## src/rtl/oam_dma_arbiter.sv

```systemverilog
// OAM DMA arbiter: owns the shared memory bus between the CPU and the MMU.
// A CPU write to the DMA register starts a DMA_LEN-byte copy from page
// {src_hi,8'h00} into OAM. Each byte takes a read cycle and then a write cycle.
// While the copy runs, CPU writes are dropped and CPU reads return 8'hFF.
module oam_dma_arbiter #(
    parameter logic [15:0] DMA_REG_ADDR = 16'hFF46,
    parameter logic [15:0] OAM_BASE     = 16'hFE00,
    parameter int unsigned DMA_LEN      = 160
) (
    input  logic        clk,
    input  logic        rst,
    input  logic [15:0] cpu_addr,
    input  logic [7:0]  cpu_wdata,
    input  logic        cpu_we,
    output logic [7:0]  cpu_rdata,
    output logic [15:0] mem_addr,
    output logic [7:0]  mem_wdata,
    output logic        mem_we,
    input  logic [7:0]  mem_rdata,
    output logic        dma_active,
    output logic        dma_done
);

    localparam logic [7:0] LAST_IDX = 8'(DMA_LEN - 1);

    typedef enum logic [1:0] {
        S_IDLE  = 2'd0,
        S_START = 2'd1,
        S_RD    = 2'd2,
        S_WR    = 2'd3
    } state_e;

    state_e     state_q, state_d;
    logic [7:0] idx_q, idx_d;
    logic [7:0] src_hi_q, src_hi_d;
    logic       dma_done_q, dma_done_d;
    logic       cpu_owned_q;

    // Source pages at or above 0xE0 are echo RAM; fold them down to the WRAM they mirror.
    function automatic logic [7:0] fold_src_page(input logic [7:0] page);
        logic [7:0] folded;
        if (page < 8'hE0) begin
            folded = page;
        end else begin
            folded = page - 8'h20;
        end
        return folded;
    endfunction

    // State, index, source page and completion pulse registers.
    always_ff @(posedge clk or negedge rst) begin
        if (!rst) begin
            state_q    <= S_IDLE;
            idx_q      <= 8'd0;
            src_hi_q   <= 8'd0;
            dma_done_q <= 1'b0;
        end else begin
            state_q    <= state_d;
            idx_q      <= idx_d;
            src_hi_q   <= src_hi_d;
            dma_done_q <= dma_done_d;
        end
    end

    // Record whether the CPU owned the bus, so that the next cycle's read data can be qualified.
    always_ff @(posedge clk or negedge rst) begin
        if (!rst) begin
            cpu_owned_q <= 1'b1;
        end else begin
            cpu_owned_q <= (state_q == S_IDLE);
        end
    end

    // Next-state logic and bus mux. Outside IDLE the bus is driven only from internal state.
    always_comb begin
        state_d    = state_q;
        idx_d      = idx_q;
        src_hi_d   = src_hi_q;
        dma_done_d = 1'b0;
        mem_addr   = 16'h0000;
        mem_wdata  = 8'h00;
        mem_we     = 1'b0;
        case (state_q)
            S_IDLE: begin
                mem_addr  = cpu_addr;
                mem_wdata = cpu_wdata;
                mem_we    = cpu_we;
                if (cpu_we && (cpu_addr == DMA_REG_ADDR)) begin
                    src_hi_d = fold_src_page(cpu_wdata);
                    state_d  = S_START;
                end else begin
                    state_d  = S_IDLE;
                end
            end
            S_START: begin
                mem_addr = {src_hi_q, 8'h00};
                idx_d    = 8'd0;
                state_d  = S_RD;
            end
            S_RD: begin
                mem_addr = {src_hi_q, idx_q};
                state_d  = S_WR;
            end
            S_WR: begin
                // mem_rdata holds the byte addressed by the preceding RD cycle.
                mem_addr  = OAM_BASE + {8'h00, idx_q};
                mem_wdata = mem_rdata;
                mem_we    = 1'b1;
                if (idx_q == LAST_IDX) begin
                    idx_d      = 8'd0;
                    dma_done_d = 1'b1;
                    state_d    = S_IDLE;
                end else begin
                    idx_d      = idx_q + 8'd1;
                    state_d    = S_RD;
                end
            end
            default: begin
                idx_d   = 8'd0;
                state_d = S_IDLE;
            end
        endcase
    end

    assign dma_active = (state_q != S_IDLE);
    assign dma_done   = dma_done_q;
    assign cpu_rdata  = cpu_owned_q ? mem_rdata : 8'hFF;

endmodule

```

## config.mk

```make
export PLATFORM = sky130hd
export DESIGN_NAME = oam_dma_arbiter
export DESIGN_NICKNAME = d
export VERILOG_FILES = /design/src/rtl/oam_dma_arbiter.sv
export SDC_FILE = /design/constraint.sdc
export NUM_CORES = 1
export LEC_CHECK = 0
export ABC_AREA = 1
export BUFFER_PORTS_ARGS = -buffer_cell sky130_fd_sc_hd__buf_2
export CAP_MARGIN = 20
export CORE_MARGIN = 8
export CORE_UTILIZATION = 52
export CTS_BUF_LIST = sky130_fd_sc_hd__clkbuf_4
export DETAILED_ROUTE_END_ITERATION = 8
export GPL_TIMING_DRIVEN = 0
export PLACE_DENSITY = 0.88
export SLEW_MARGIN = 20
export SYNTH_ARGS = -nofsm -noshare
export SYNTH_HDL_FRONTEND = slang
export SYNTH_SLANG_ARGS = --single-unit
```

## constraint.sdc

```tcl
create_clock -name clk -period 2.43 [get_ports clk]
set_clock_uncertainty 0.1 [all_clocks]
set_input_delay 0.3645 -clock clk [delete_from_list [all_inputs] [get_ports clk]]
set_output_delay 0.3645 -clock clk [all_outputs]
set_load 0.1 [all_outputs]
```

### Yosys cells after proc, flatten, opt, wreduce, memory -nomap -nowiden

Cells that the tools add are included.

| word-level totals | value |
|---|---|
| register bits | 20 |
| input port bits | 35 |
| logic and storage cells | 31 |

| cells by class | value |
|---|---|
| add/sub/neg operators | 3 |
| order comparisons | 1 |
| equality and inequality tests | 5 |
| mux-type cells | 12 |
| reductions and logical operators | 5 |

Operators with widths:

| operator | number |
|---|---|
| one-hot mux 16 bit (4 select lines) | 1 |
| one-hot mux 8 bit (2 select lines) | 2 |
| two-way mux 8 bit | 3 |
| equality test 16 bit, second input constant | 1 |
| adder 10 x 9 -> 11 bit, first input constant | 1 |
| adder 8 x 1 -> 8 bit, second input constant | 1 |
| equality test 8 bit, second input constant | 1 |
| < comparator 8 bit, second input constant | 1 |
| one-hot mux 2 bit (4 select lines) | 1 |
| subtractor 8 x 6 -> 8 bit, second input constant | 1 |
| equality test 2 bit, second input constant | 2 |
| nonzero test 2 bit | 2 |
| two-way mux 1 bit | 3 |
| equality test 2 x 1 -> 1 bit, second input constant | 1 |
| zero test 2 bit | 1 |
| two-way mux 2 bit | 1 |
| one-hot mux 1 bit (2 select lines) | 1 |
| AND reduction 2 bit | 1 |
| logical AND 1 bit | 1 |

### Logic depth before layout (Yosys ltp)

| depth | value |
|---|---|
| word-level depth | 4 |
| gate-level depth with buffers | 7 |
| depth with buffers taken out | 7 |

### Least setup slack after synthesis

Ideal clock, no wire load.

| timing path | value |
|---|---|
| path kind | register to output |
| from | register state_q[1] |
| to | output mem_wdata[0] |
| arrival | 2.574 ns |
| data required time | 1.965 ns |
| setup slack | -0.609 ns |
| stages on the path, launching flop included | 7 |
| cell sequence | dfrtp_1 inv_1 ha_1 clkbuf_2 buf_2 nand2_1 a21oi_1 |

| between the ends | value |
|---|---|
| longest elaborated chain between the ends | 2 |
| elaborated cells on any way between the ends | 3 |

RTL lines:

| item | line | text |
|---|---|---|
| start, declared | 33 | `state_e state_q, state_d;` |
| start signal, assigned | 58 | `state_q <= state_d;` |
| equality test 2 bit / zero test 2 bit (equally long branches) | 83 | `case (state_q)` |
| one-hot mux 8 bit (2 select lines) (*) | 83 |  |
| end, declared | 17 | `output logic [7:0] mem_wdata,` |

Mark *: on every way between the ends. The rest lies on a longest branch, timed or not.

### Final worst setup path

| timing path | value |
|---|---|
| from | register state_q[0] |
| to | output mem_wdata[1] |

Same word-level chain as after synthesis.

==> PnR_summary.wiki <==
{| class="wikitable"
! Metric !! Value
|-
| Series of cell instances along the critical path || inv_2, ha_1, buf_1, a21oi_1, buf_4
|-
| Count of nets left with antenna violations after detail routing || 0
|-
| Number of sinks on the clock net || 20
|-
| Worst slew margin relative to its limit || 0.6752
|-
| Top fanout value on the critical path || 9
|-
| Length of the first detailed-routing pass in iterations || 4
|-
| Overall die width || between 70 and 80 µm
|-
| Number of inserted diodes || 0
|-
| Vias/cell || 5.404
|-
| Clock insertion delay at the later pin of the skew report || 320 ps
|-
| Final setup violation count || 0
|-
| Cell Area, Synth || 0.001530 mm²
|-
| Count of warnings emitted by yosys || 0
|-
| Placed cell count || approximately 330
|-
| Clock tree from TritonCTS || yes
|-
| Syn Inst Count || 225
|-
| Critical setup path kind || reg2out
|-
| Power density over the cells || a little over 300 mW/mm²
|-
| Post-synthesis sequential element count || 20
|-
| Count of endpoints failing hold in the final timing report || 0
|-
| Type of the tightest min-delay check || in2reg
|-
| WP data arrival || 1910 ps
|-
| Area after DPL || 0.001966 mm²
|-
| Register clock-pin slew on the reported worst setup and hold paths || 130 ps
|-
| CTS H-Tree Depth || 1
|-
| Required arrival time at the worst endpoint || just under 2000 ps
|-
| Slew at the pin with the worst max-slew slack || 490.5 ps
|-
| Height of the chip || approximately 70 µm
|-
| Routability congestion estimate from global placement || 0.9456
|-
| Maximum frequency from static timing analysis || about 0.42 GHz
|-
| Global-route total usage across every layer || 0.1950
|-
| Largest net degree at the start of global routing || 21
|-
| First-pass GRT wire length || 8.148 mm
|-
| Vias in the first global route || ~1800
|-
| Syn Nets || between 200 and 300
|-
| Number of placement rows || 19
|-
| Number of setup buffers added after CTS || 0
|-
| Area of the placeable core || between 0.002 and 0.003 mm²
|-
| Number of vias in the routed layout || 1778
|-
| Highest ir drop seen on vdd || between 300 and 400 µV
|-
| Minimum clock period || between 2000 and 2500 ps
|-
| Number of I/O pins || 70
|-
| Synthesized area divided by synthesized cell count || 6.801 µm²
|-
| Initial antenna violation count || 0
|-
| Leak || roughly 1.2 nW
|-
| RSZ-0062 raised after global routing || true
|-
| Post-route cell area || 0.002198 mm²
|-
| Per-cell routed wire length || approximately 15 µm
|-
| First DRT Iteration DRCs || 116
|-
| Reported max-cap violation count || 0
|-
| Die footprint || between 0.004 and 0.005 mm²
|-
| Register area || 501.7 µm²
|-
| Fraction of the cycle the final worst path needs || 0.9760
|-
| Critical Path Start Type || flop
|-
| CTS root buf || clkbuf_4
|-
| Layout fillers || between 150 and 200
|-
| Run status || finished clean
|-
| Worst stage delay on the critical path || roughly 460 ps
|-
| Nets@finish || 341
|-
| Starting utilization of the core area || 0.5502
|-
| Layout area overhead || 43.66%
|-
| DRC violation count after routing || 0
|-
| Setup WS post-layout || between 50 and 60 ps
|-
| Post-synthesis sequential area ratio || 0.3279
|-
| # port buffers || between 60 and 70
|-
| Critical-path top delay cell || dfrtp_1
|-
| Pwr Total || 0.6757 mW
|-
| Detailed-placement wirelength estimate || 3.684 mm
|-
| Area of combinational cells with multiple inputs || 929.6 µm²
|-
| Library cells used by synthesis || 34
|-
| Max-slew violation count || 0
|-
| Post-Layout Cell Count || roughly 330
|-
| Maximum clock path buffer count || 2
|-
| Final standard cell utilization of the core || 0.7904
|-
| Post-place setup slack || 156.5 ps
|-
| Leftover overflow at the end of global routing || 0
|-
| Inserted Clock Buffers || 3
|-
| Final wirelength || just under 5 mm
|-
| Fraction of final layout cells with drive strength greater than 1 || 0.3960
|-
| Kind of end point of the critical path || output port
|}
-- where the power goes --
group	leakage, nW	switching (mW)	internal, mW
combinational	0.882	0.0337	0.0257
sequential	0.261	0	0.333
clock	0.0279	0.116	0.167
-- final cells by class --
type	instances	area share
Clock inverter	1	0.01366
Buffer	7	0.02106
Tap cell	31	0.01764
Clock buffer	3	0.01024
Inverter	34	0.05805
Sequential cell	20	0.2282
Timing Repair Buffer	70	0.2282
Multi-Input combinational cell	163	0.4229
-- layer usage --
metal	vias up	share of wire	GRT usage
met5	-	0	0
met4	0	0.014	0.04018
met3	8	0.078	0.06497
met2	88	0.47	0.3199
met1	807	0.44	0.2408
li1	875	-	-
-- cell usage in the layout (no fill, tap or decap), drive strengths merged --
cell,instances
a32o,1
nand3,18
nand4,11
a21oi,18
o211ai,1
buf,73
inv,33
a22o,1
ha,7
nor2,23
clkbuf,6
o21ai,12
or2,2
clkinv,1
dfstp,1
o22ai,2
dfrtp,19
nand2,64
nor3,1
dlygate4sd3,1
bufinv,1
xor2,1
o21bai,1
-- sequential cells by signal, summed over array words and instances, names as in the netlist --
signal       flops
idx_q            8
src_hi_q         8
state_q          2
cpu_owned_q      1
dma_done         1
-- logic make-up (layout without fill, tap and decap cells) --
| family | Yosys count | count (layout) | share of synthesized area |
|---|---|---|---|
| XOR/XNOR | 1 | 1 | 0.005725 |
| AND/OR/NAND/NOR | 119 | 119 | 0.3663 |
| AO/OA/AOI/OAI | 36 | 36 | 0.1357 |
| flip-flops | 20 | 20 | 0.3279 |
| buffers and inverters | 42 | 115 | 0.1071 |
| adder cells (fa/ha/maj) | 7 | 7 | 0.05723 |
-- worst max-delay path: cells and delay by family (launching register included) --
family / cells / cell delay [ps]
AOI/OAI and AO/OA: 1 / 200
buffers and inverters: 3 / 630
DFF: 1 / 460
adders and majority gates: 1 / 290
-- Yosys cell counts --
library cell / n / area [µm²]
buf_1: 1 / 3.750
dfstp_2: 1 / 26.28
o22ai_1: 2 / 12.51
nor3_1: 1 / 5.000
inv_1: 28 / 105.1
nand2_2: 1 / 6.260
nand4_2: 1 / 12.51
buf_2: 4 / 20.02
nand2_1: 63 / 236.5
nand3_2: 1 / 10.01
nor2_4: 1 / 11.26
o21ai_4: 1 / 16.27
o21bai_1: 1 / 7.510
or2_2: 1 / 6.260
xor2_1: 1 / 8.760
a32o_1: 1 / 10.01
dfrtp_1: 19 / 475.5
a21oi_1: 18 / 90.09
o211ai_1: 1 / 7.510
a22o_1: 1 / 8.760
nor2_2: 3 / 18.77
nand3_1: 16 / 80.08
or2_1: 1 / 6.260
nand3_4: 1 / 17.52
nor2_1: 18 / 67.56
clkbuf_2: 1 / 5.000
clkinv_1: 1 / 3.750
nor2_8: 1 / 20.02
clkbuf_1: 2 / 7.510
inv_2: 5 / 18.77
ha_1: 7 / 87.58
o21ai_0: 1 / 5.000
nand4_1: 10 / 62.56
o21ai_1: 10 / 50.05
-- stage by stage --
stage	TNS, ps	hold WS [ps]
CTS	0	214.7
detailed placement	0	235.7
finish	0	215.2
floorplan	-2360	-31.09
global route	-48.47	222.6
global placement	0	239.2
-- final timing paths --
path / startpoint / end / slack, ps / cells past startpoint
max: state_q[0] / mem_wdata[1] / 60 / 5
min: cpu_wdata[1] / src_hi_q[1] / 220 / 3
max reg2reg: state_q[0] / idx_q[3] / 870 / 4
min reg2reg: src_hi_q[4] / src_hi_q[4] / 400 / 2
max in group asynchronous: rst / cpu_owned_q / 1480 / 2
min in group asynchronous: rst / state_q[0] / 400 / 2
-- repair_timing --
action,CTS,global route
gates resized for setup,41,19
hold endpoints to repair,19,0
setup endpoints to repair,25,24
pin swaps,0,1
hold buffers,1,0
Power figures use the tool's default switching activity.
